`src/rtl/ooo_pkg.sv`:
```
// Shared definitions for the issue stage: queue entry layout, slot payload
// format and small helpers for decoding an entry.
package ooo_pkg;

  localparam int ENTRY_W     = 57;

  localparam int ENT_VALID   = 56;
  localparam int ENT_OP_HI   = 55;
  localparam int ENT_OP_LO   = 52;
  localparam int ENT_ROB_HI  = 51;
  localparam int ENT_ROB_LO  = 46;
  localparam int ENT_LA_HI   = 45;
  localparam int ENT_LA_LO   = 40;
  localparam int ENT_LB_HI   = 39;
  localparam int ENT_LB_LO   = 34;
  localparam int ENT_VA_HI   = 33;
  localparam int ENT_VA_LO   = 18;
  localparam int ENT_VB_HI   = 17;
  localparam int ENT_VB_LO   = 2;
  localparam int ENT_USER_HI = 1;
  localparam int ENT_USER_LO = 0;

  localparam int OP_W  = ENT_OP_HI - ENT_OP_LO + 1;
  localparam int ROB_W = ENT_ROB_HI - ENT_ROB_LO + 1;
  localparam int VAL_W = ENT_VA_HI - ENT_VA_LO + 1;

  // What a functional-unit slot carries for one issued operation.
  typedef struct packed {
    logic [OP_W-1:0]  op;
    logic [ROB_W-1:0] rob;
    logic [VAL_W-1:0] a;
    logic [VAL_W-1:0] b;
  } slot_payload_t;

  localparam int SLOT_W = $bits(slot_payload_t);

  // An entry may issue once it is valid and its user field reports both
  // operands resolved (user == 0).
  function automatic logic entry_ready(input logic [ENTRY_W-1:0] entry);
    return entry[ENT_VALID] && (entry[ENT_USER_HI:ENT_USER_LO] == 2'b00);
  endfunction

  // Extract the fields a functional unit needs from a queue entry.
  function automatic slot_payload_t entry_payload(input logic [ENTRY_W-1:0] entry);
    slot_payload_t p;
    p.op  = entry[ENT_OP_HI:ENT_OP_LO];
    p.rob = entry[ENT_ROB_HI:ENT_ROB_LO];
    p.a   = entry[ENT_VA_HI:ENT_VA_LO];
    p.b   = entry[ENT_VB_HI:ENT_VB_LO];
    return p;
  endfunction

endpackage

```
`src/rtl/issue_slot.sv`:
```
// One functional-unit slot: a payload register plus a valid bit that follows
// a valid/ready handshake. Flush wins over load and ready.
module issue_slot
  import ooo_pkg::*;
(
  input  logic              clk,
  input  logic              rst_n,
  input  logic              flush,
  input  logic              load,
  input  logic [SLOT_W-1:0] load_data,
  input  logic              ready,
  output logic              valid,
  output logic [SLOT_W-1:0] payload
);

  // Valid bit: set on load, cleared on accept or flush, otherwise held.
  // NOTE: sequential state uses non-blocking assignments so every flop
  // samples the pre-edge values of its inputs, independent of block order.
  always_ff @(posedge clk or negedge rst_n) begin
    if (!rst_n) begin
      valid <= 1'b0;
    end else if (flush) begin
      valid <= 1'b0;
    end else if (load) begin
      valid <= 1'b1;
    end else if (ready) begin
      valid <= 1'b0;
    end
  end

  // Payload register: only written on a load so it stays stable while the
  // slot waits for its functional unit.
  // NOTE: the payload is reset because the slot fields are visible outputs
  // that must read zero out of reset; a pure data store would not need it.
  always_ff @(posedge clk or negedge rst_n) begin
    if (!rst_n) begin
      payload <= '0;
    end else if (load && !flush) begin
      payload <= load_data;
    end
  end

endmodule

```
`src/rtl/issue_scheduler.sv`:
```
// In-order dual-issue scheduler. Looks at the two queue head entries, issues
// up to two ready ones into free functional-unit slots, reports the consume
// count as taken, and keeps a saturating count of stalled head cycles.
module issue_scheduler
  import ooo_pkg::*;
#(
  parameter int ENTRY_W = ooo_pkg::ENTRY_W,
  parameter int STALL_W = 16
) (
  input  logic               clk,
  input  logic               rst_n,
  input  logic               flush,
  input  logic [ENTRY_W-1:0] head0,
  input  logic [ENTRY_W-1:0] head1,
  output logic [1:0]         taken,

  output logic               fu0_valid,
  output logic [3:0]         fu0_op,
  output logic [5:0]         fu0_rob,
  output logic [15:0]        fu0_a,
  output logic [15:0]        fu0_b,
  input  logic               fu0_ready,

  output logic               fu1_valid,
  output logic [3:0]         fu1_op,
  output logic [5:0]         fu1_rob,
  output logic [15:0]        fu1_a,
  output logic [15:0]        fu1_b,
  input  logic               fu1_ready,

  output logic [STALL_W-1:0] stall_cnt
);

  logic          ready0, ready1;
  logic          free0, free1;
  logic          issue0, issue1;
  logic          load0, load1;
  slot_payload_t data0, data1;
  slot_payload_t pay0, pay1;
  logic          rr;
  logic          rr_toggle;

  // Operand lookup tags are already resolved upstream once user == 0, so the
  // scheduler never needs them.
  logic unused_lookups;
  assign unused_lookups = ^{head0[ENT_LA_HI:ENT_LB_LO], head1[ENT_LA_HI:ENT_LB_LO]};

  assign ready0 = entry_ready(head0);
  assign ready1 = entry_ready(head1);

  // A draining slot counts as free so it can be refilled without a bubble.
  assign free0 = !fu0_valid || fu0_ready;
  assign free1 = !fu1_valid || fu1_ready;

  // Strictly in-order issue: head1 only goes along with head0, and only when
  // both slots can take an op.
  assign issue0 = ready0 && (free0 || free1) && !flush;
  assign issue1 = issue0 && ready1 && free0 && free1;
  assign taken  = {1'b0, issue0} + {1'b0, issue1};

  // Slot steering for the ops issued this cycle.
  // NOTE: every output of this block gets a default first so no path leaves
  // a variable unassigned, which would otherwise infer a latch.
  always_comb begin
    load0     = 1'b0;
    load1     = 1'b0;
    data0     = entry_payload(head0);
    data1     = entry_payload(head0);
    rr_toggle = 1'b0;
    if (issue1) begin
      load0 = 1'b1;
      load1 = 1'b1;
      data1 = entry_payload(head1);
    end else if (issue0) begin
      if (free0 && free1) begin
        load0     = !rr;
        load1     = rr;
        rr_toggle = 1'b1;
      end else if (free0) begin
        load0 = 1'b1;
      end else begin
        load1 = 1'b1;
      end
    end
  end

  // Round-robin pointer: advances only on a single issue with both slots free.
  always_ff @(posedge clk or negedge rst_n) begin
    if (!rst_n) begin
      rr <= 1'b0;
    end else if (rr_toggle) begin
      rr <= !rr;
    end
  end

  // Stall counter: head0 present but held back, excluding flush cycles.
  always_ff @(posedge clk or negedge rst_n) begin
    if (!rst_n) begin
      stall_cnt <= '0;
    end else if (head0[ENT_VALID] && !issue0 && !flush && (stall_cnt != '1)) begin
      stall_cnt <= stall_cnt + 1'b1;
    end
  end

  issue_slot u_slot0 (
    .clk       (clk),
    .rst_n     (rst_n),
    .flush     (flush),
    .load      (load0),
    .load_data (data0),
    .ready     (fu0_ready),
    .valid     (fu0_valid),
    .payload   (pay0)
  );

  issue_slot u_slot1 (
    .clk       (clk),
    .rst_n     (rst_n),
    .flush     (flush),
    .load      (load1),
    .load_data (data1),
    .ready     (fu1_ready),
    .valid     (fu1_valid),
    .payload   (pay1)
  );

  assign fu0_op  = pay0.op;
  assign fu0_rob = pay0.rob;
  assign fu0_a   = pay0.a;
  assign fu0_b   = pay0.b;
  assign fu1_op  = pay1.op;
  assign fu1_rob = pay1.rob;
  assign fu1_a   = pay1.a;
  assign fu1_b   = pay1.b;

endmodule

```
`config.mk`:
```
export PLATFORM = sky130hd
export DESIGN_NAME = issue_scheduler
export DESIGN_NICKNAME = d
export VERILOG_FILES = /design/src/rtl/ooo_pkg.sv /design/src/rtl/issue_slot.sv /design/src/rtl/issue_scheduler.sv
export SDC_FILE = /design/constraint.sdc
export NUM_CORES = 1
export LEC_CHECK = 0
export ABC_AREA = 1
export BUFFER_PORTS_ARGS = -buffer_cell sky130_fd_sc_hd__buf_2
export CAP_MARGIN = 20
export CORE_MARGIN = 3
export CORE_UTILIZATION = 28
export CTS_CLUSTER_SIZE = 12
export DETAILED_ROUTE_END_ITERATION = 8
export SKIP_CTS_REPAIR_TIMING = 1
export SLEW_MARGIN = 10
export SYNTH_ARGS = -nofsm -noshare
export SYNTH_HDL_FRONTEND = slang
export SYNTH_HIERARCHICAL = 1
export SYNTH_SLANG_ARGS = --single-unit
```
`constraint.sdc`:
```
create_clock -name clk -period 3.2 [get_ports clk]
set_input_delay 0.64 -clock clk [delete_from_list [all_inputs] [get_ports clk]]
set_output_delay 0.64 -clock clk [all_outputs]
set_load 0.01 [all_outputs]
```
==> flow_summary.yaml, run 1 <==
run_status:
  status: "complete, no violations"
synthesis:
  syn_area_per_cell_um2: 7.66
  netlist_top_cells_count: "358 x nand2_1, 103 x dfrtp_1, 94 x nand3_1, 21 x nor2_1, 20 x nand2_2"
  yosysTopAreaCell: "dfrtp_1"
  async_flop_share: 1.00
  synth_top_area_frac: 0.487
  yosysUniqueCellTypes: 24
  synth_adder_area_share: 0.00473
  synth_top_family_by_area: "simple AND/OR/NAND/NOR gates"
  synth_area_leaders: "dfrtp_1 49%, nand2_1 25%, nand3_1 8.9%, buf_6 2.6%, nand2_2 2.4%"
  ys.flop_type: "dfrtp_1"
  synth_cells: 691
  synth_compound_area_frac: 0.0104
  synth-simple-area-share: 0.408
  yosysMostFrequentCell: "nand2_1"
  synth_warnings: 6
  synth.yosys.seq_area_share: 0.487
  ys_ff_latch: 103
  synth_mux_area_frac: 0
  synth_area_um2: 5290
  synth_edf_count: 0
  synthXorXnorAreaFrac: 0.00827
  synth_nets: 812
clocking:
  cts_sinks: 103
  cts_buffer_depth: 2
  cts_tree: "built"
  ctsHtreeMaxLevel: 3
  cts_made_buffers: 9
  cts_root_buf: "clkbuf_16"
  clk_latency_ns: 0.34
  clk_pin_slew_ns: 0.07
global_route:
  first_global_vias: 4759
  grtUsageTotal: 0.152
  antenna_found_initial: 1
  overflow: 0
  grt_max_degree: 104
  grt_pass1_wl_um: 24800
die:
  io-pin-count: 223
  dieArea_um2: 20600
  dieWidth_um: 143
  rows: 49
  core_area_um2: 18300
  initial_core_util: 0.290
  chipHeight_um: 143
critical_path:
  timing.rr.start: "u_slot0/valid$_DFFE_PN0P_"
  startpoint: "flush"
  path_cells: "buf_2 -> nor2_2 -> nand2_1 -> nor3_2 -> nand2_2 -> clkinv_2 -> ha_1 -> buf_2"
  endpoint_kind: "primary output"
  cp-start-kind: "primary input"
  critPathMaxStageDelay_ns: 0.21
  crit_fanout: 6
  cp-endpoint: "taken[0]"
  cpMaxStageDelayCell: "ha_1"
  regToRegSetupSlack_ns: 1.18
  worst-path-buf-inv: 3
  cp_num_cells: 8
  path_common_cell: "buf_2"
  crit_required_ns: 2.56
  worstRegToRegCells: 8
  crit_family: "simple AND/OR/NAND/NOR gates"
  arrival_ns: 1.81
  worstReg2RegEnd: "u_slot1/payload[40]$_DFFE_PN0P_"
  path_class: "in -> out"
min_path:
  worstHoldPathType: "in -> async"
sta:
  max_slew_margin: 0.513
  finalHoldViolCount: 0
  fin_crit_ns: 2.45
  whs_ns: 0.358
  tns_ns: 0
  max_freq_mhz: 408
  min_period_over_period: 0.766
  rsz0062_at_grt: "no"
  drv_slew: 0
  tightest_slew_ns: 0.728
  setup_ws_ns: 0.749
  finalSetupViolations: 0
  finalClockSkew_ns: 0.00620
pwr:
  peakVddDrop_v: 0.000329
  leakagePower_nw: 3.85
  pwr-share-clk: 0.301
  p_switching_mw: 1.32
  combinationalPowerShare: 0.255
  power.share.sequential: 0.444
  p_per_area_nw_per_um2: 615
  internal_power_mw: 2.77
  p_sw_frac: 0.323
routing:
  remaining_drc_errors: 0
  ant_nets: 0
  viasPerCell: 4.44
  drtIter0Drc: 161
  vias: 4911
  firstDrtPassIters: 6
  routedWlPerCell_um: 14.3
  routed_wl_um: 15800
cells_and_area:
  syn_to_final_growth_pct: 25.7
  drive_above_1_share: 0.296
  fin_cells: 1105
  antenna_cells: 0
  finalNetCount: 992
  fin_area_um2: 6650
placement:
  gp_congestion: 0.811
  dp_cells: 1089
  place_ws_ns: 0.616
  dpl.hpwl_um: 10800
  placed_area_um2: 6320
  port_buffers: 198
flow_run:
  cap_violations: 0
==> worst reg2reg max path: stages, from the launching register on <==
cell,delay [ns]
dfrtp_1,0.40
inv_1,0.07
nor2_2,0.05
nand2_1,0.06
nand2_1,0.11
o21ai_4,0.62
buf_4,0.41
nand3_1,0.13
nand2_1,0.10
==> layout by cell type, fill, tap and decap left out <==
cell	netlist	layout
buf_12	2	1
buf_2	4	197
buf_4	14	7
bufinv_16	0	2
clkbuf_16	0	9
clkbuf_8	0	2
clkinv_2	1	2
clkinvlp_4	0	2
dfrtp_1	103	103
ha_1	2	2
inv_1	19	19
inv_2	3	3
inv_4	2	2
nand2_1	358	357
nand2_2	20	21
nand2_8	2	2
nand3_1	94	94
nand3b_1	1	1
nand4_1	5	5
nor2_1	21	21
nor2_2	5	5
nor2_4	2	2
nor3_2	1	1
o21ai_0	3	2
o21ai_1	8	8
o21ai_4	0	1
xor2_1	5	5
==> metrics by stage <==
step,power [mW],utilization
2_1_floorplan,2.37,-
3_3_place_gp,2.89,0.346
3_5_place_dp,2.90,0.346
4_1_cts,4.17,0.364
5_1_grt,4.38,0.364
6_report,4.09,0.364
==> cell type report <==
class / instances / area, um2
fill: 1973 / 11600
clock buffer: 11 / 253
multi-input combinational: 527 / 2300
timing repair buffer: 205 / 1060
sequential: 103 / 2580
inverter: 25 / 100
clock inverter: 5 / 80.1
tap: 229 / 287
==> how the worst min path moves through the flow <==
stage	startpoint	endpoint	slack, ns
after floorplan	rst_n	rr$_DFFE_PN0P_	0.34
after global placement	u_slot0/payload[24]$_DFFE_PN0P_	u_slot0/payload[24]$_DFFE_PN0P_	0.45
after detailed placement	u_slot1/payload[8]$_DFFE_PN0P_	u_slot1/payload[8]$_DFFE_PN0P_	0.45
after CTS	rst_n	u_slot1/valid$_DFFE_PN0P_	0.39
after global routing	rst_n	u_slot0/payload[30]$_DFFE_PN0P_	0.41
final	rst_n	u_slot0/payload[30]$_DFFE_PN0P_	0.36
==> flip-flops by register name, indices dropped and copies added, names as in the netlist <==
| name | flops |
|---|---|
| rr | 1 |
| stall_cnt | 16 |
| u_slot0/payload | 42 |
| u_slot0/valid | 1 |
| u_slot1/payload | 42 |
| u_slot1/valid | 1 |
==> routing by layer <==
| metal | track usage | vias up | wire length (um) |
|---|---|---|---|
| met5 | 0 | - | 13 |
| met4 | 0.0505 | 2 | 246 |
| met3 | 0.0319 | 16 | 1010 |
| met2 | 0.261 | 154 | 7530 |
| met1 | 0.192 | 2221 | 7040 |
| li1 | - | 2518 | - |
==> power by group through the flow <==
stage	combinational (mW)	sequential (mW)	clock, mW
3_3_place_gp	1.05	1.83	0
5_1_grt	1.18	1.86	1.34
2_1_floorplan	0.391	1.98	0
4_1_cts	1.07	1.82	1.28
3_5_place_dp	1.07	1.84	0
6_report	1.04	1.82	1.23
==> kinds of logic (layout without fill, tap and decap cells) <==
kind of cell	count (synthesis)	count (layout)
AOI/OAI and AO/OA	11	11
and+or+nand+nor	509	509
DFF	103	103
adders and majority gates	2	2
buffers and inverters	61	246
xor gates and xnor gates	5	5
Power figures use the tool's default switching activity.
==> inputs of run 2 (changes only) <==
Settings changed: ABC_AREA 1 to 0.
Clock period 3.2 ns to 2.3 ns, I/O delays scaled along.
==> flow_summary.yaml, run 2 <==
cells_and_area:
  register_area_um2: 2580
  multi_input_area_um2: 2500
  layout_common_cells: "197 x buf_2, 119 x mux2_4, 103 x dfrtp_1"
  drive_above_1_share: 0.683
  reg_top3: "u_slot0/payload: 42 flops, u_slot1/payload: 42 flops, stall_cnt: 16 flops"
  utilization: 0.373
  final_common_cell: "buf_2"
  antenna_cells: 0
  fin_cells: 768
  fin_area_um2: 6830
  finalNetCount: 655
  syn_to_final_growth_pct: 28.2
  nFillCells: 1735
synthesis:
  synth_warnings: 6
  async_flop_share: 1.00
  syn_area_per_cell_um2: 16.1
  synth_cells: 330
  synth.yosys.seq_area_share: 0.484
  yosysUniqueCellTypes: 38
  synth_nets: 451
  synth_edf_count: 0
  yosysMostFrequentCell: "mux2_4"
  netlist_top_cells_count: "119 x mux2_4, 103 x dfrtp_1, 11 x xor2_1, 8 x buf_12, 8 x mux2_2"
  ys.flop_type: "dfrtp_1"
  synth_area_leaders: "dfrtp_1 48%, mux2_4 34%, buf_12 3.0%, xor2_1 1.8%, mux2_2 1.7%"
  yosysTopAreaCell: "dfrtp_1"
  ys_ff_latch: 103
  synth_area_um2: 5330
  synth_top_area_frac: 0.484
sta:
  tightest_slew_ns: 0.473
  finalClockSkew_ns: 0.00491
  finalHoldViolCount: 0
  drv_slew: 0
  tns_ns: 0
  setup_ws_ns: 0.0329
  whs_ns: 0.352
  finalSetupViolations: 0
  min_period_over_period: 0.986
  fin_crit_ns: 2.27
  max_freq_mhz: 441
  max_slew_margin: 0.685
routing:
  viasPerCell: 4.50
  routedWlPerCell_um: 17.0
  drtIter0Drc: 81
  ant_nets: 0
  firstDrtPassIters: 4
  remaining_drc_errors: 0
  routed_wl_um: 13000
  vias: 3454
critical_path:
  critPathMaxStageDelay_ns: 0.57
  crit_family: "simple AND/OR/NAND/NOR gates"
  path_class: "in -> out"
  path_common_cell: "buf_2"
  endpoint_kind: "primary output"
  cp-start-kind: "primary input"
  crit_fanout: 4
  arrival_ns: 1.81
  worst-path-buf-inv: 3
  cpMaxStageDelayCell: "or4b_4"
  crit_required_ns: 1.84
  path_cells: "buf_2 -> or4b_4 -> buf_4 -> nor2_2 -> ha_4 -> buf_2"
placement:
  dp_cells: 750
  gp_congestion: 0.804
  dpl.hpwl_um: 9630
  port_buffers: 198
  place_ws_ns: -0.263
  placed_area_um2: 6510
pwr:
  p_total_mw: 6.65
  p_per_area_nw_per_um2: 974
  peakVddDrop_v: 0.000333
  leakagePower_nw: 3.56
clocking:
  clk_pin_slew_ns: 0.08
  cts_buffer_depth: 2
  cts_sinks: 103
  clk_latency_ns: 0.34
  ctsHtreeMaxLevel: 3
  cts_root_buf: "clkbuf_16"
  cts_tree: "built"
  cts_made_buffers: 9
die:
  chipHeight_um: 144
  io-pin-count: 223
  initial_core_util: 0.291
  dieArea_um2: 20700
  dieWidth_um: 144
  core_area_um2: 18300
  rows: 49
run_status:
  status: "complete, no violations"
global_route:
  antenna_found_initial: 1
  overflow: 0
  grt_pass1_wl_um: 20000
  grt_max_degree: 58
  first_global_vias: 3725
  grtUsageTotal: 0.123
flow_run:
  cap_violations: 0
min_path:
  worstHoldPathType: "in -> reg"
[run 2: where the power goes]
| group | internal, mW | total (mW) | switching, mW | leakage (nW) |
|---|---|---|---|---|
| Combinational | 1.33 | 2.27 | 0.944 | 2.10 |
| Clock | 0.783 | 1.51 | 0.732 | 0.145 |
| Sequential | 2.45 | 2.87 | 0.413 | 1.31 |
[run 2: cells by family (layout without fill, tap and decap cells)]
kind of cell | count (synthesis) | in the layout | synth area share
AND/OR/NAND/NOR | 40 | 40 | 0.0507
flip-flops | 103 | 103 | 0.484
adder cells (fa/ha/maj) | 2 | 2 | 0.00470
AO/OA/AOI/OAI | 21 | 21 | 0.0362
XOR/XNOR | 14 | 14 | 0.0230
multiplexers | 127 | 127 | 0.352
buffers and inverters | 23 | 232 | 0.0495
[run 2: final timing paths]
path / start / endpoint / slack (ns) / cells after the start
setup reg to reg: u_slot0/valid$_DFFE_PN0P_ / u_slot0/payload[3]$_DFFE_PN0P_ / 0.36 / 5
setup / recovery: flush / taken[0] / 0.03 / 6
hold / removal: head0[11] / u_slot0/payload[9]$_DFFE_PN0P_ / 0.35 / 2
min in group asynchronous: rst_n / stall_cnt[3]$_DFFE_PN0P_ / 0.48 / 2
hold reg to reg: stall_cnt[11]$_DFFE_PN0P_ / stall_cnt[11]$_DFFE_PN0P_ / 0.49 / 1
max in group asynchronous: rst_n / u_slot0/payload[23]$_DFFE_PN0P_ / 1.10 / 3
[run 2: metal layers]
metal	wire, um	up-vias	GRT usage
met5	13	-	0
met4	178	2	0.0382
met3	965	13	0.0413
met2	6420	126	0.207
met1	5450	1714	0.149
li1	-	1599	-
[run 2: cell type report]
cell class              count  area share
inverters                   5     0.00275
clock buffers              10      0.0350
clock inverters             6     0.00751
repair buffers            211       0.169
flip-flops and latches    103       0.377
multi-input cells         204       0.366
well taps                 229      0.0419
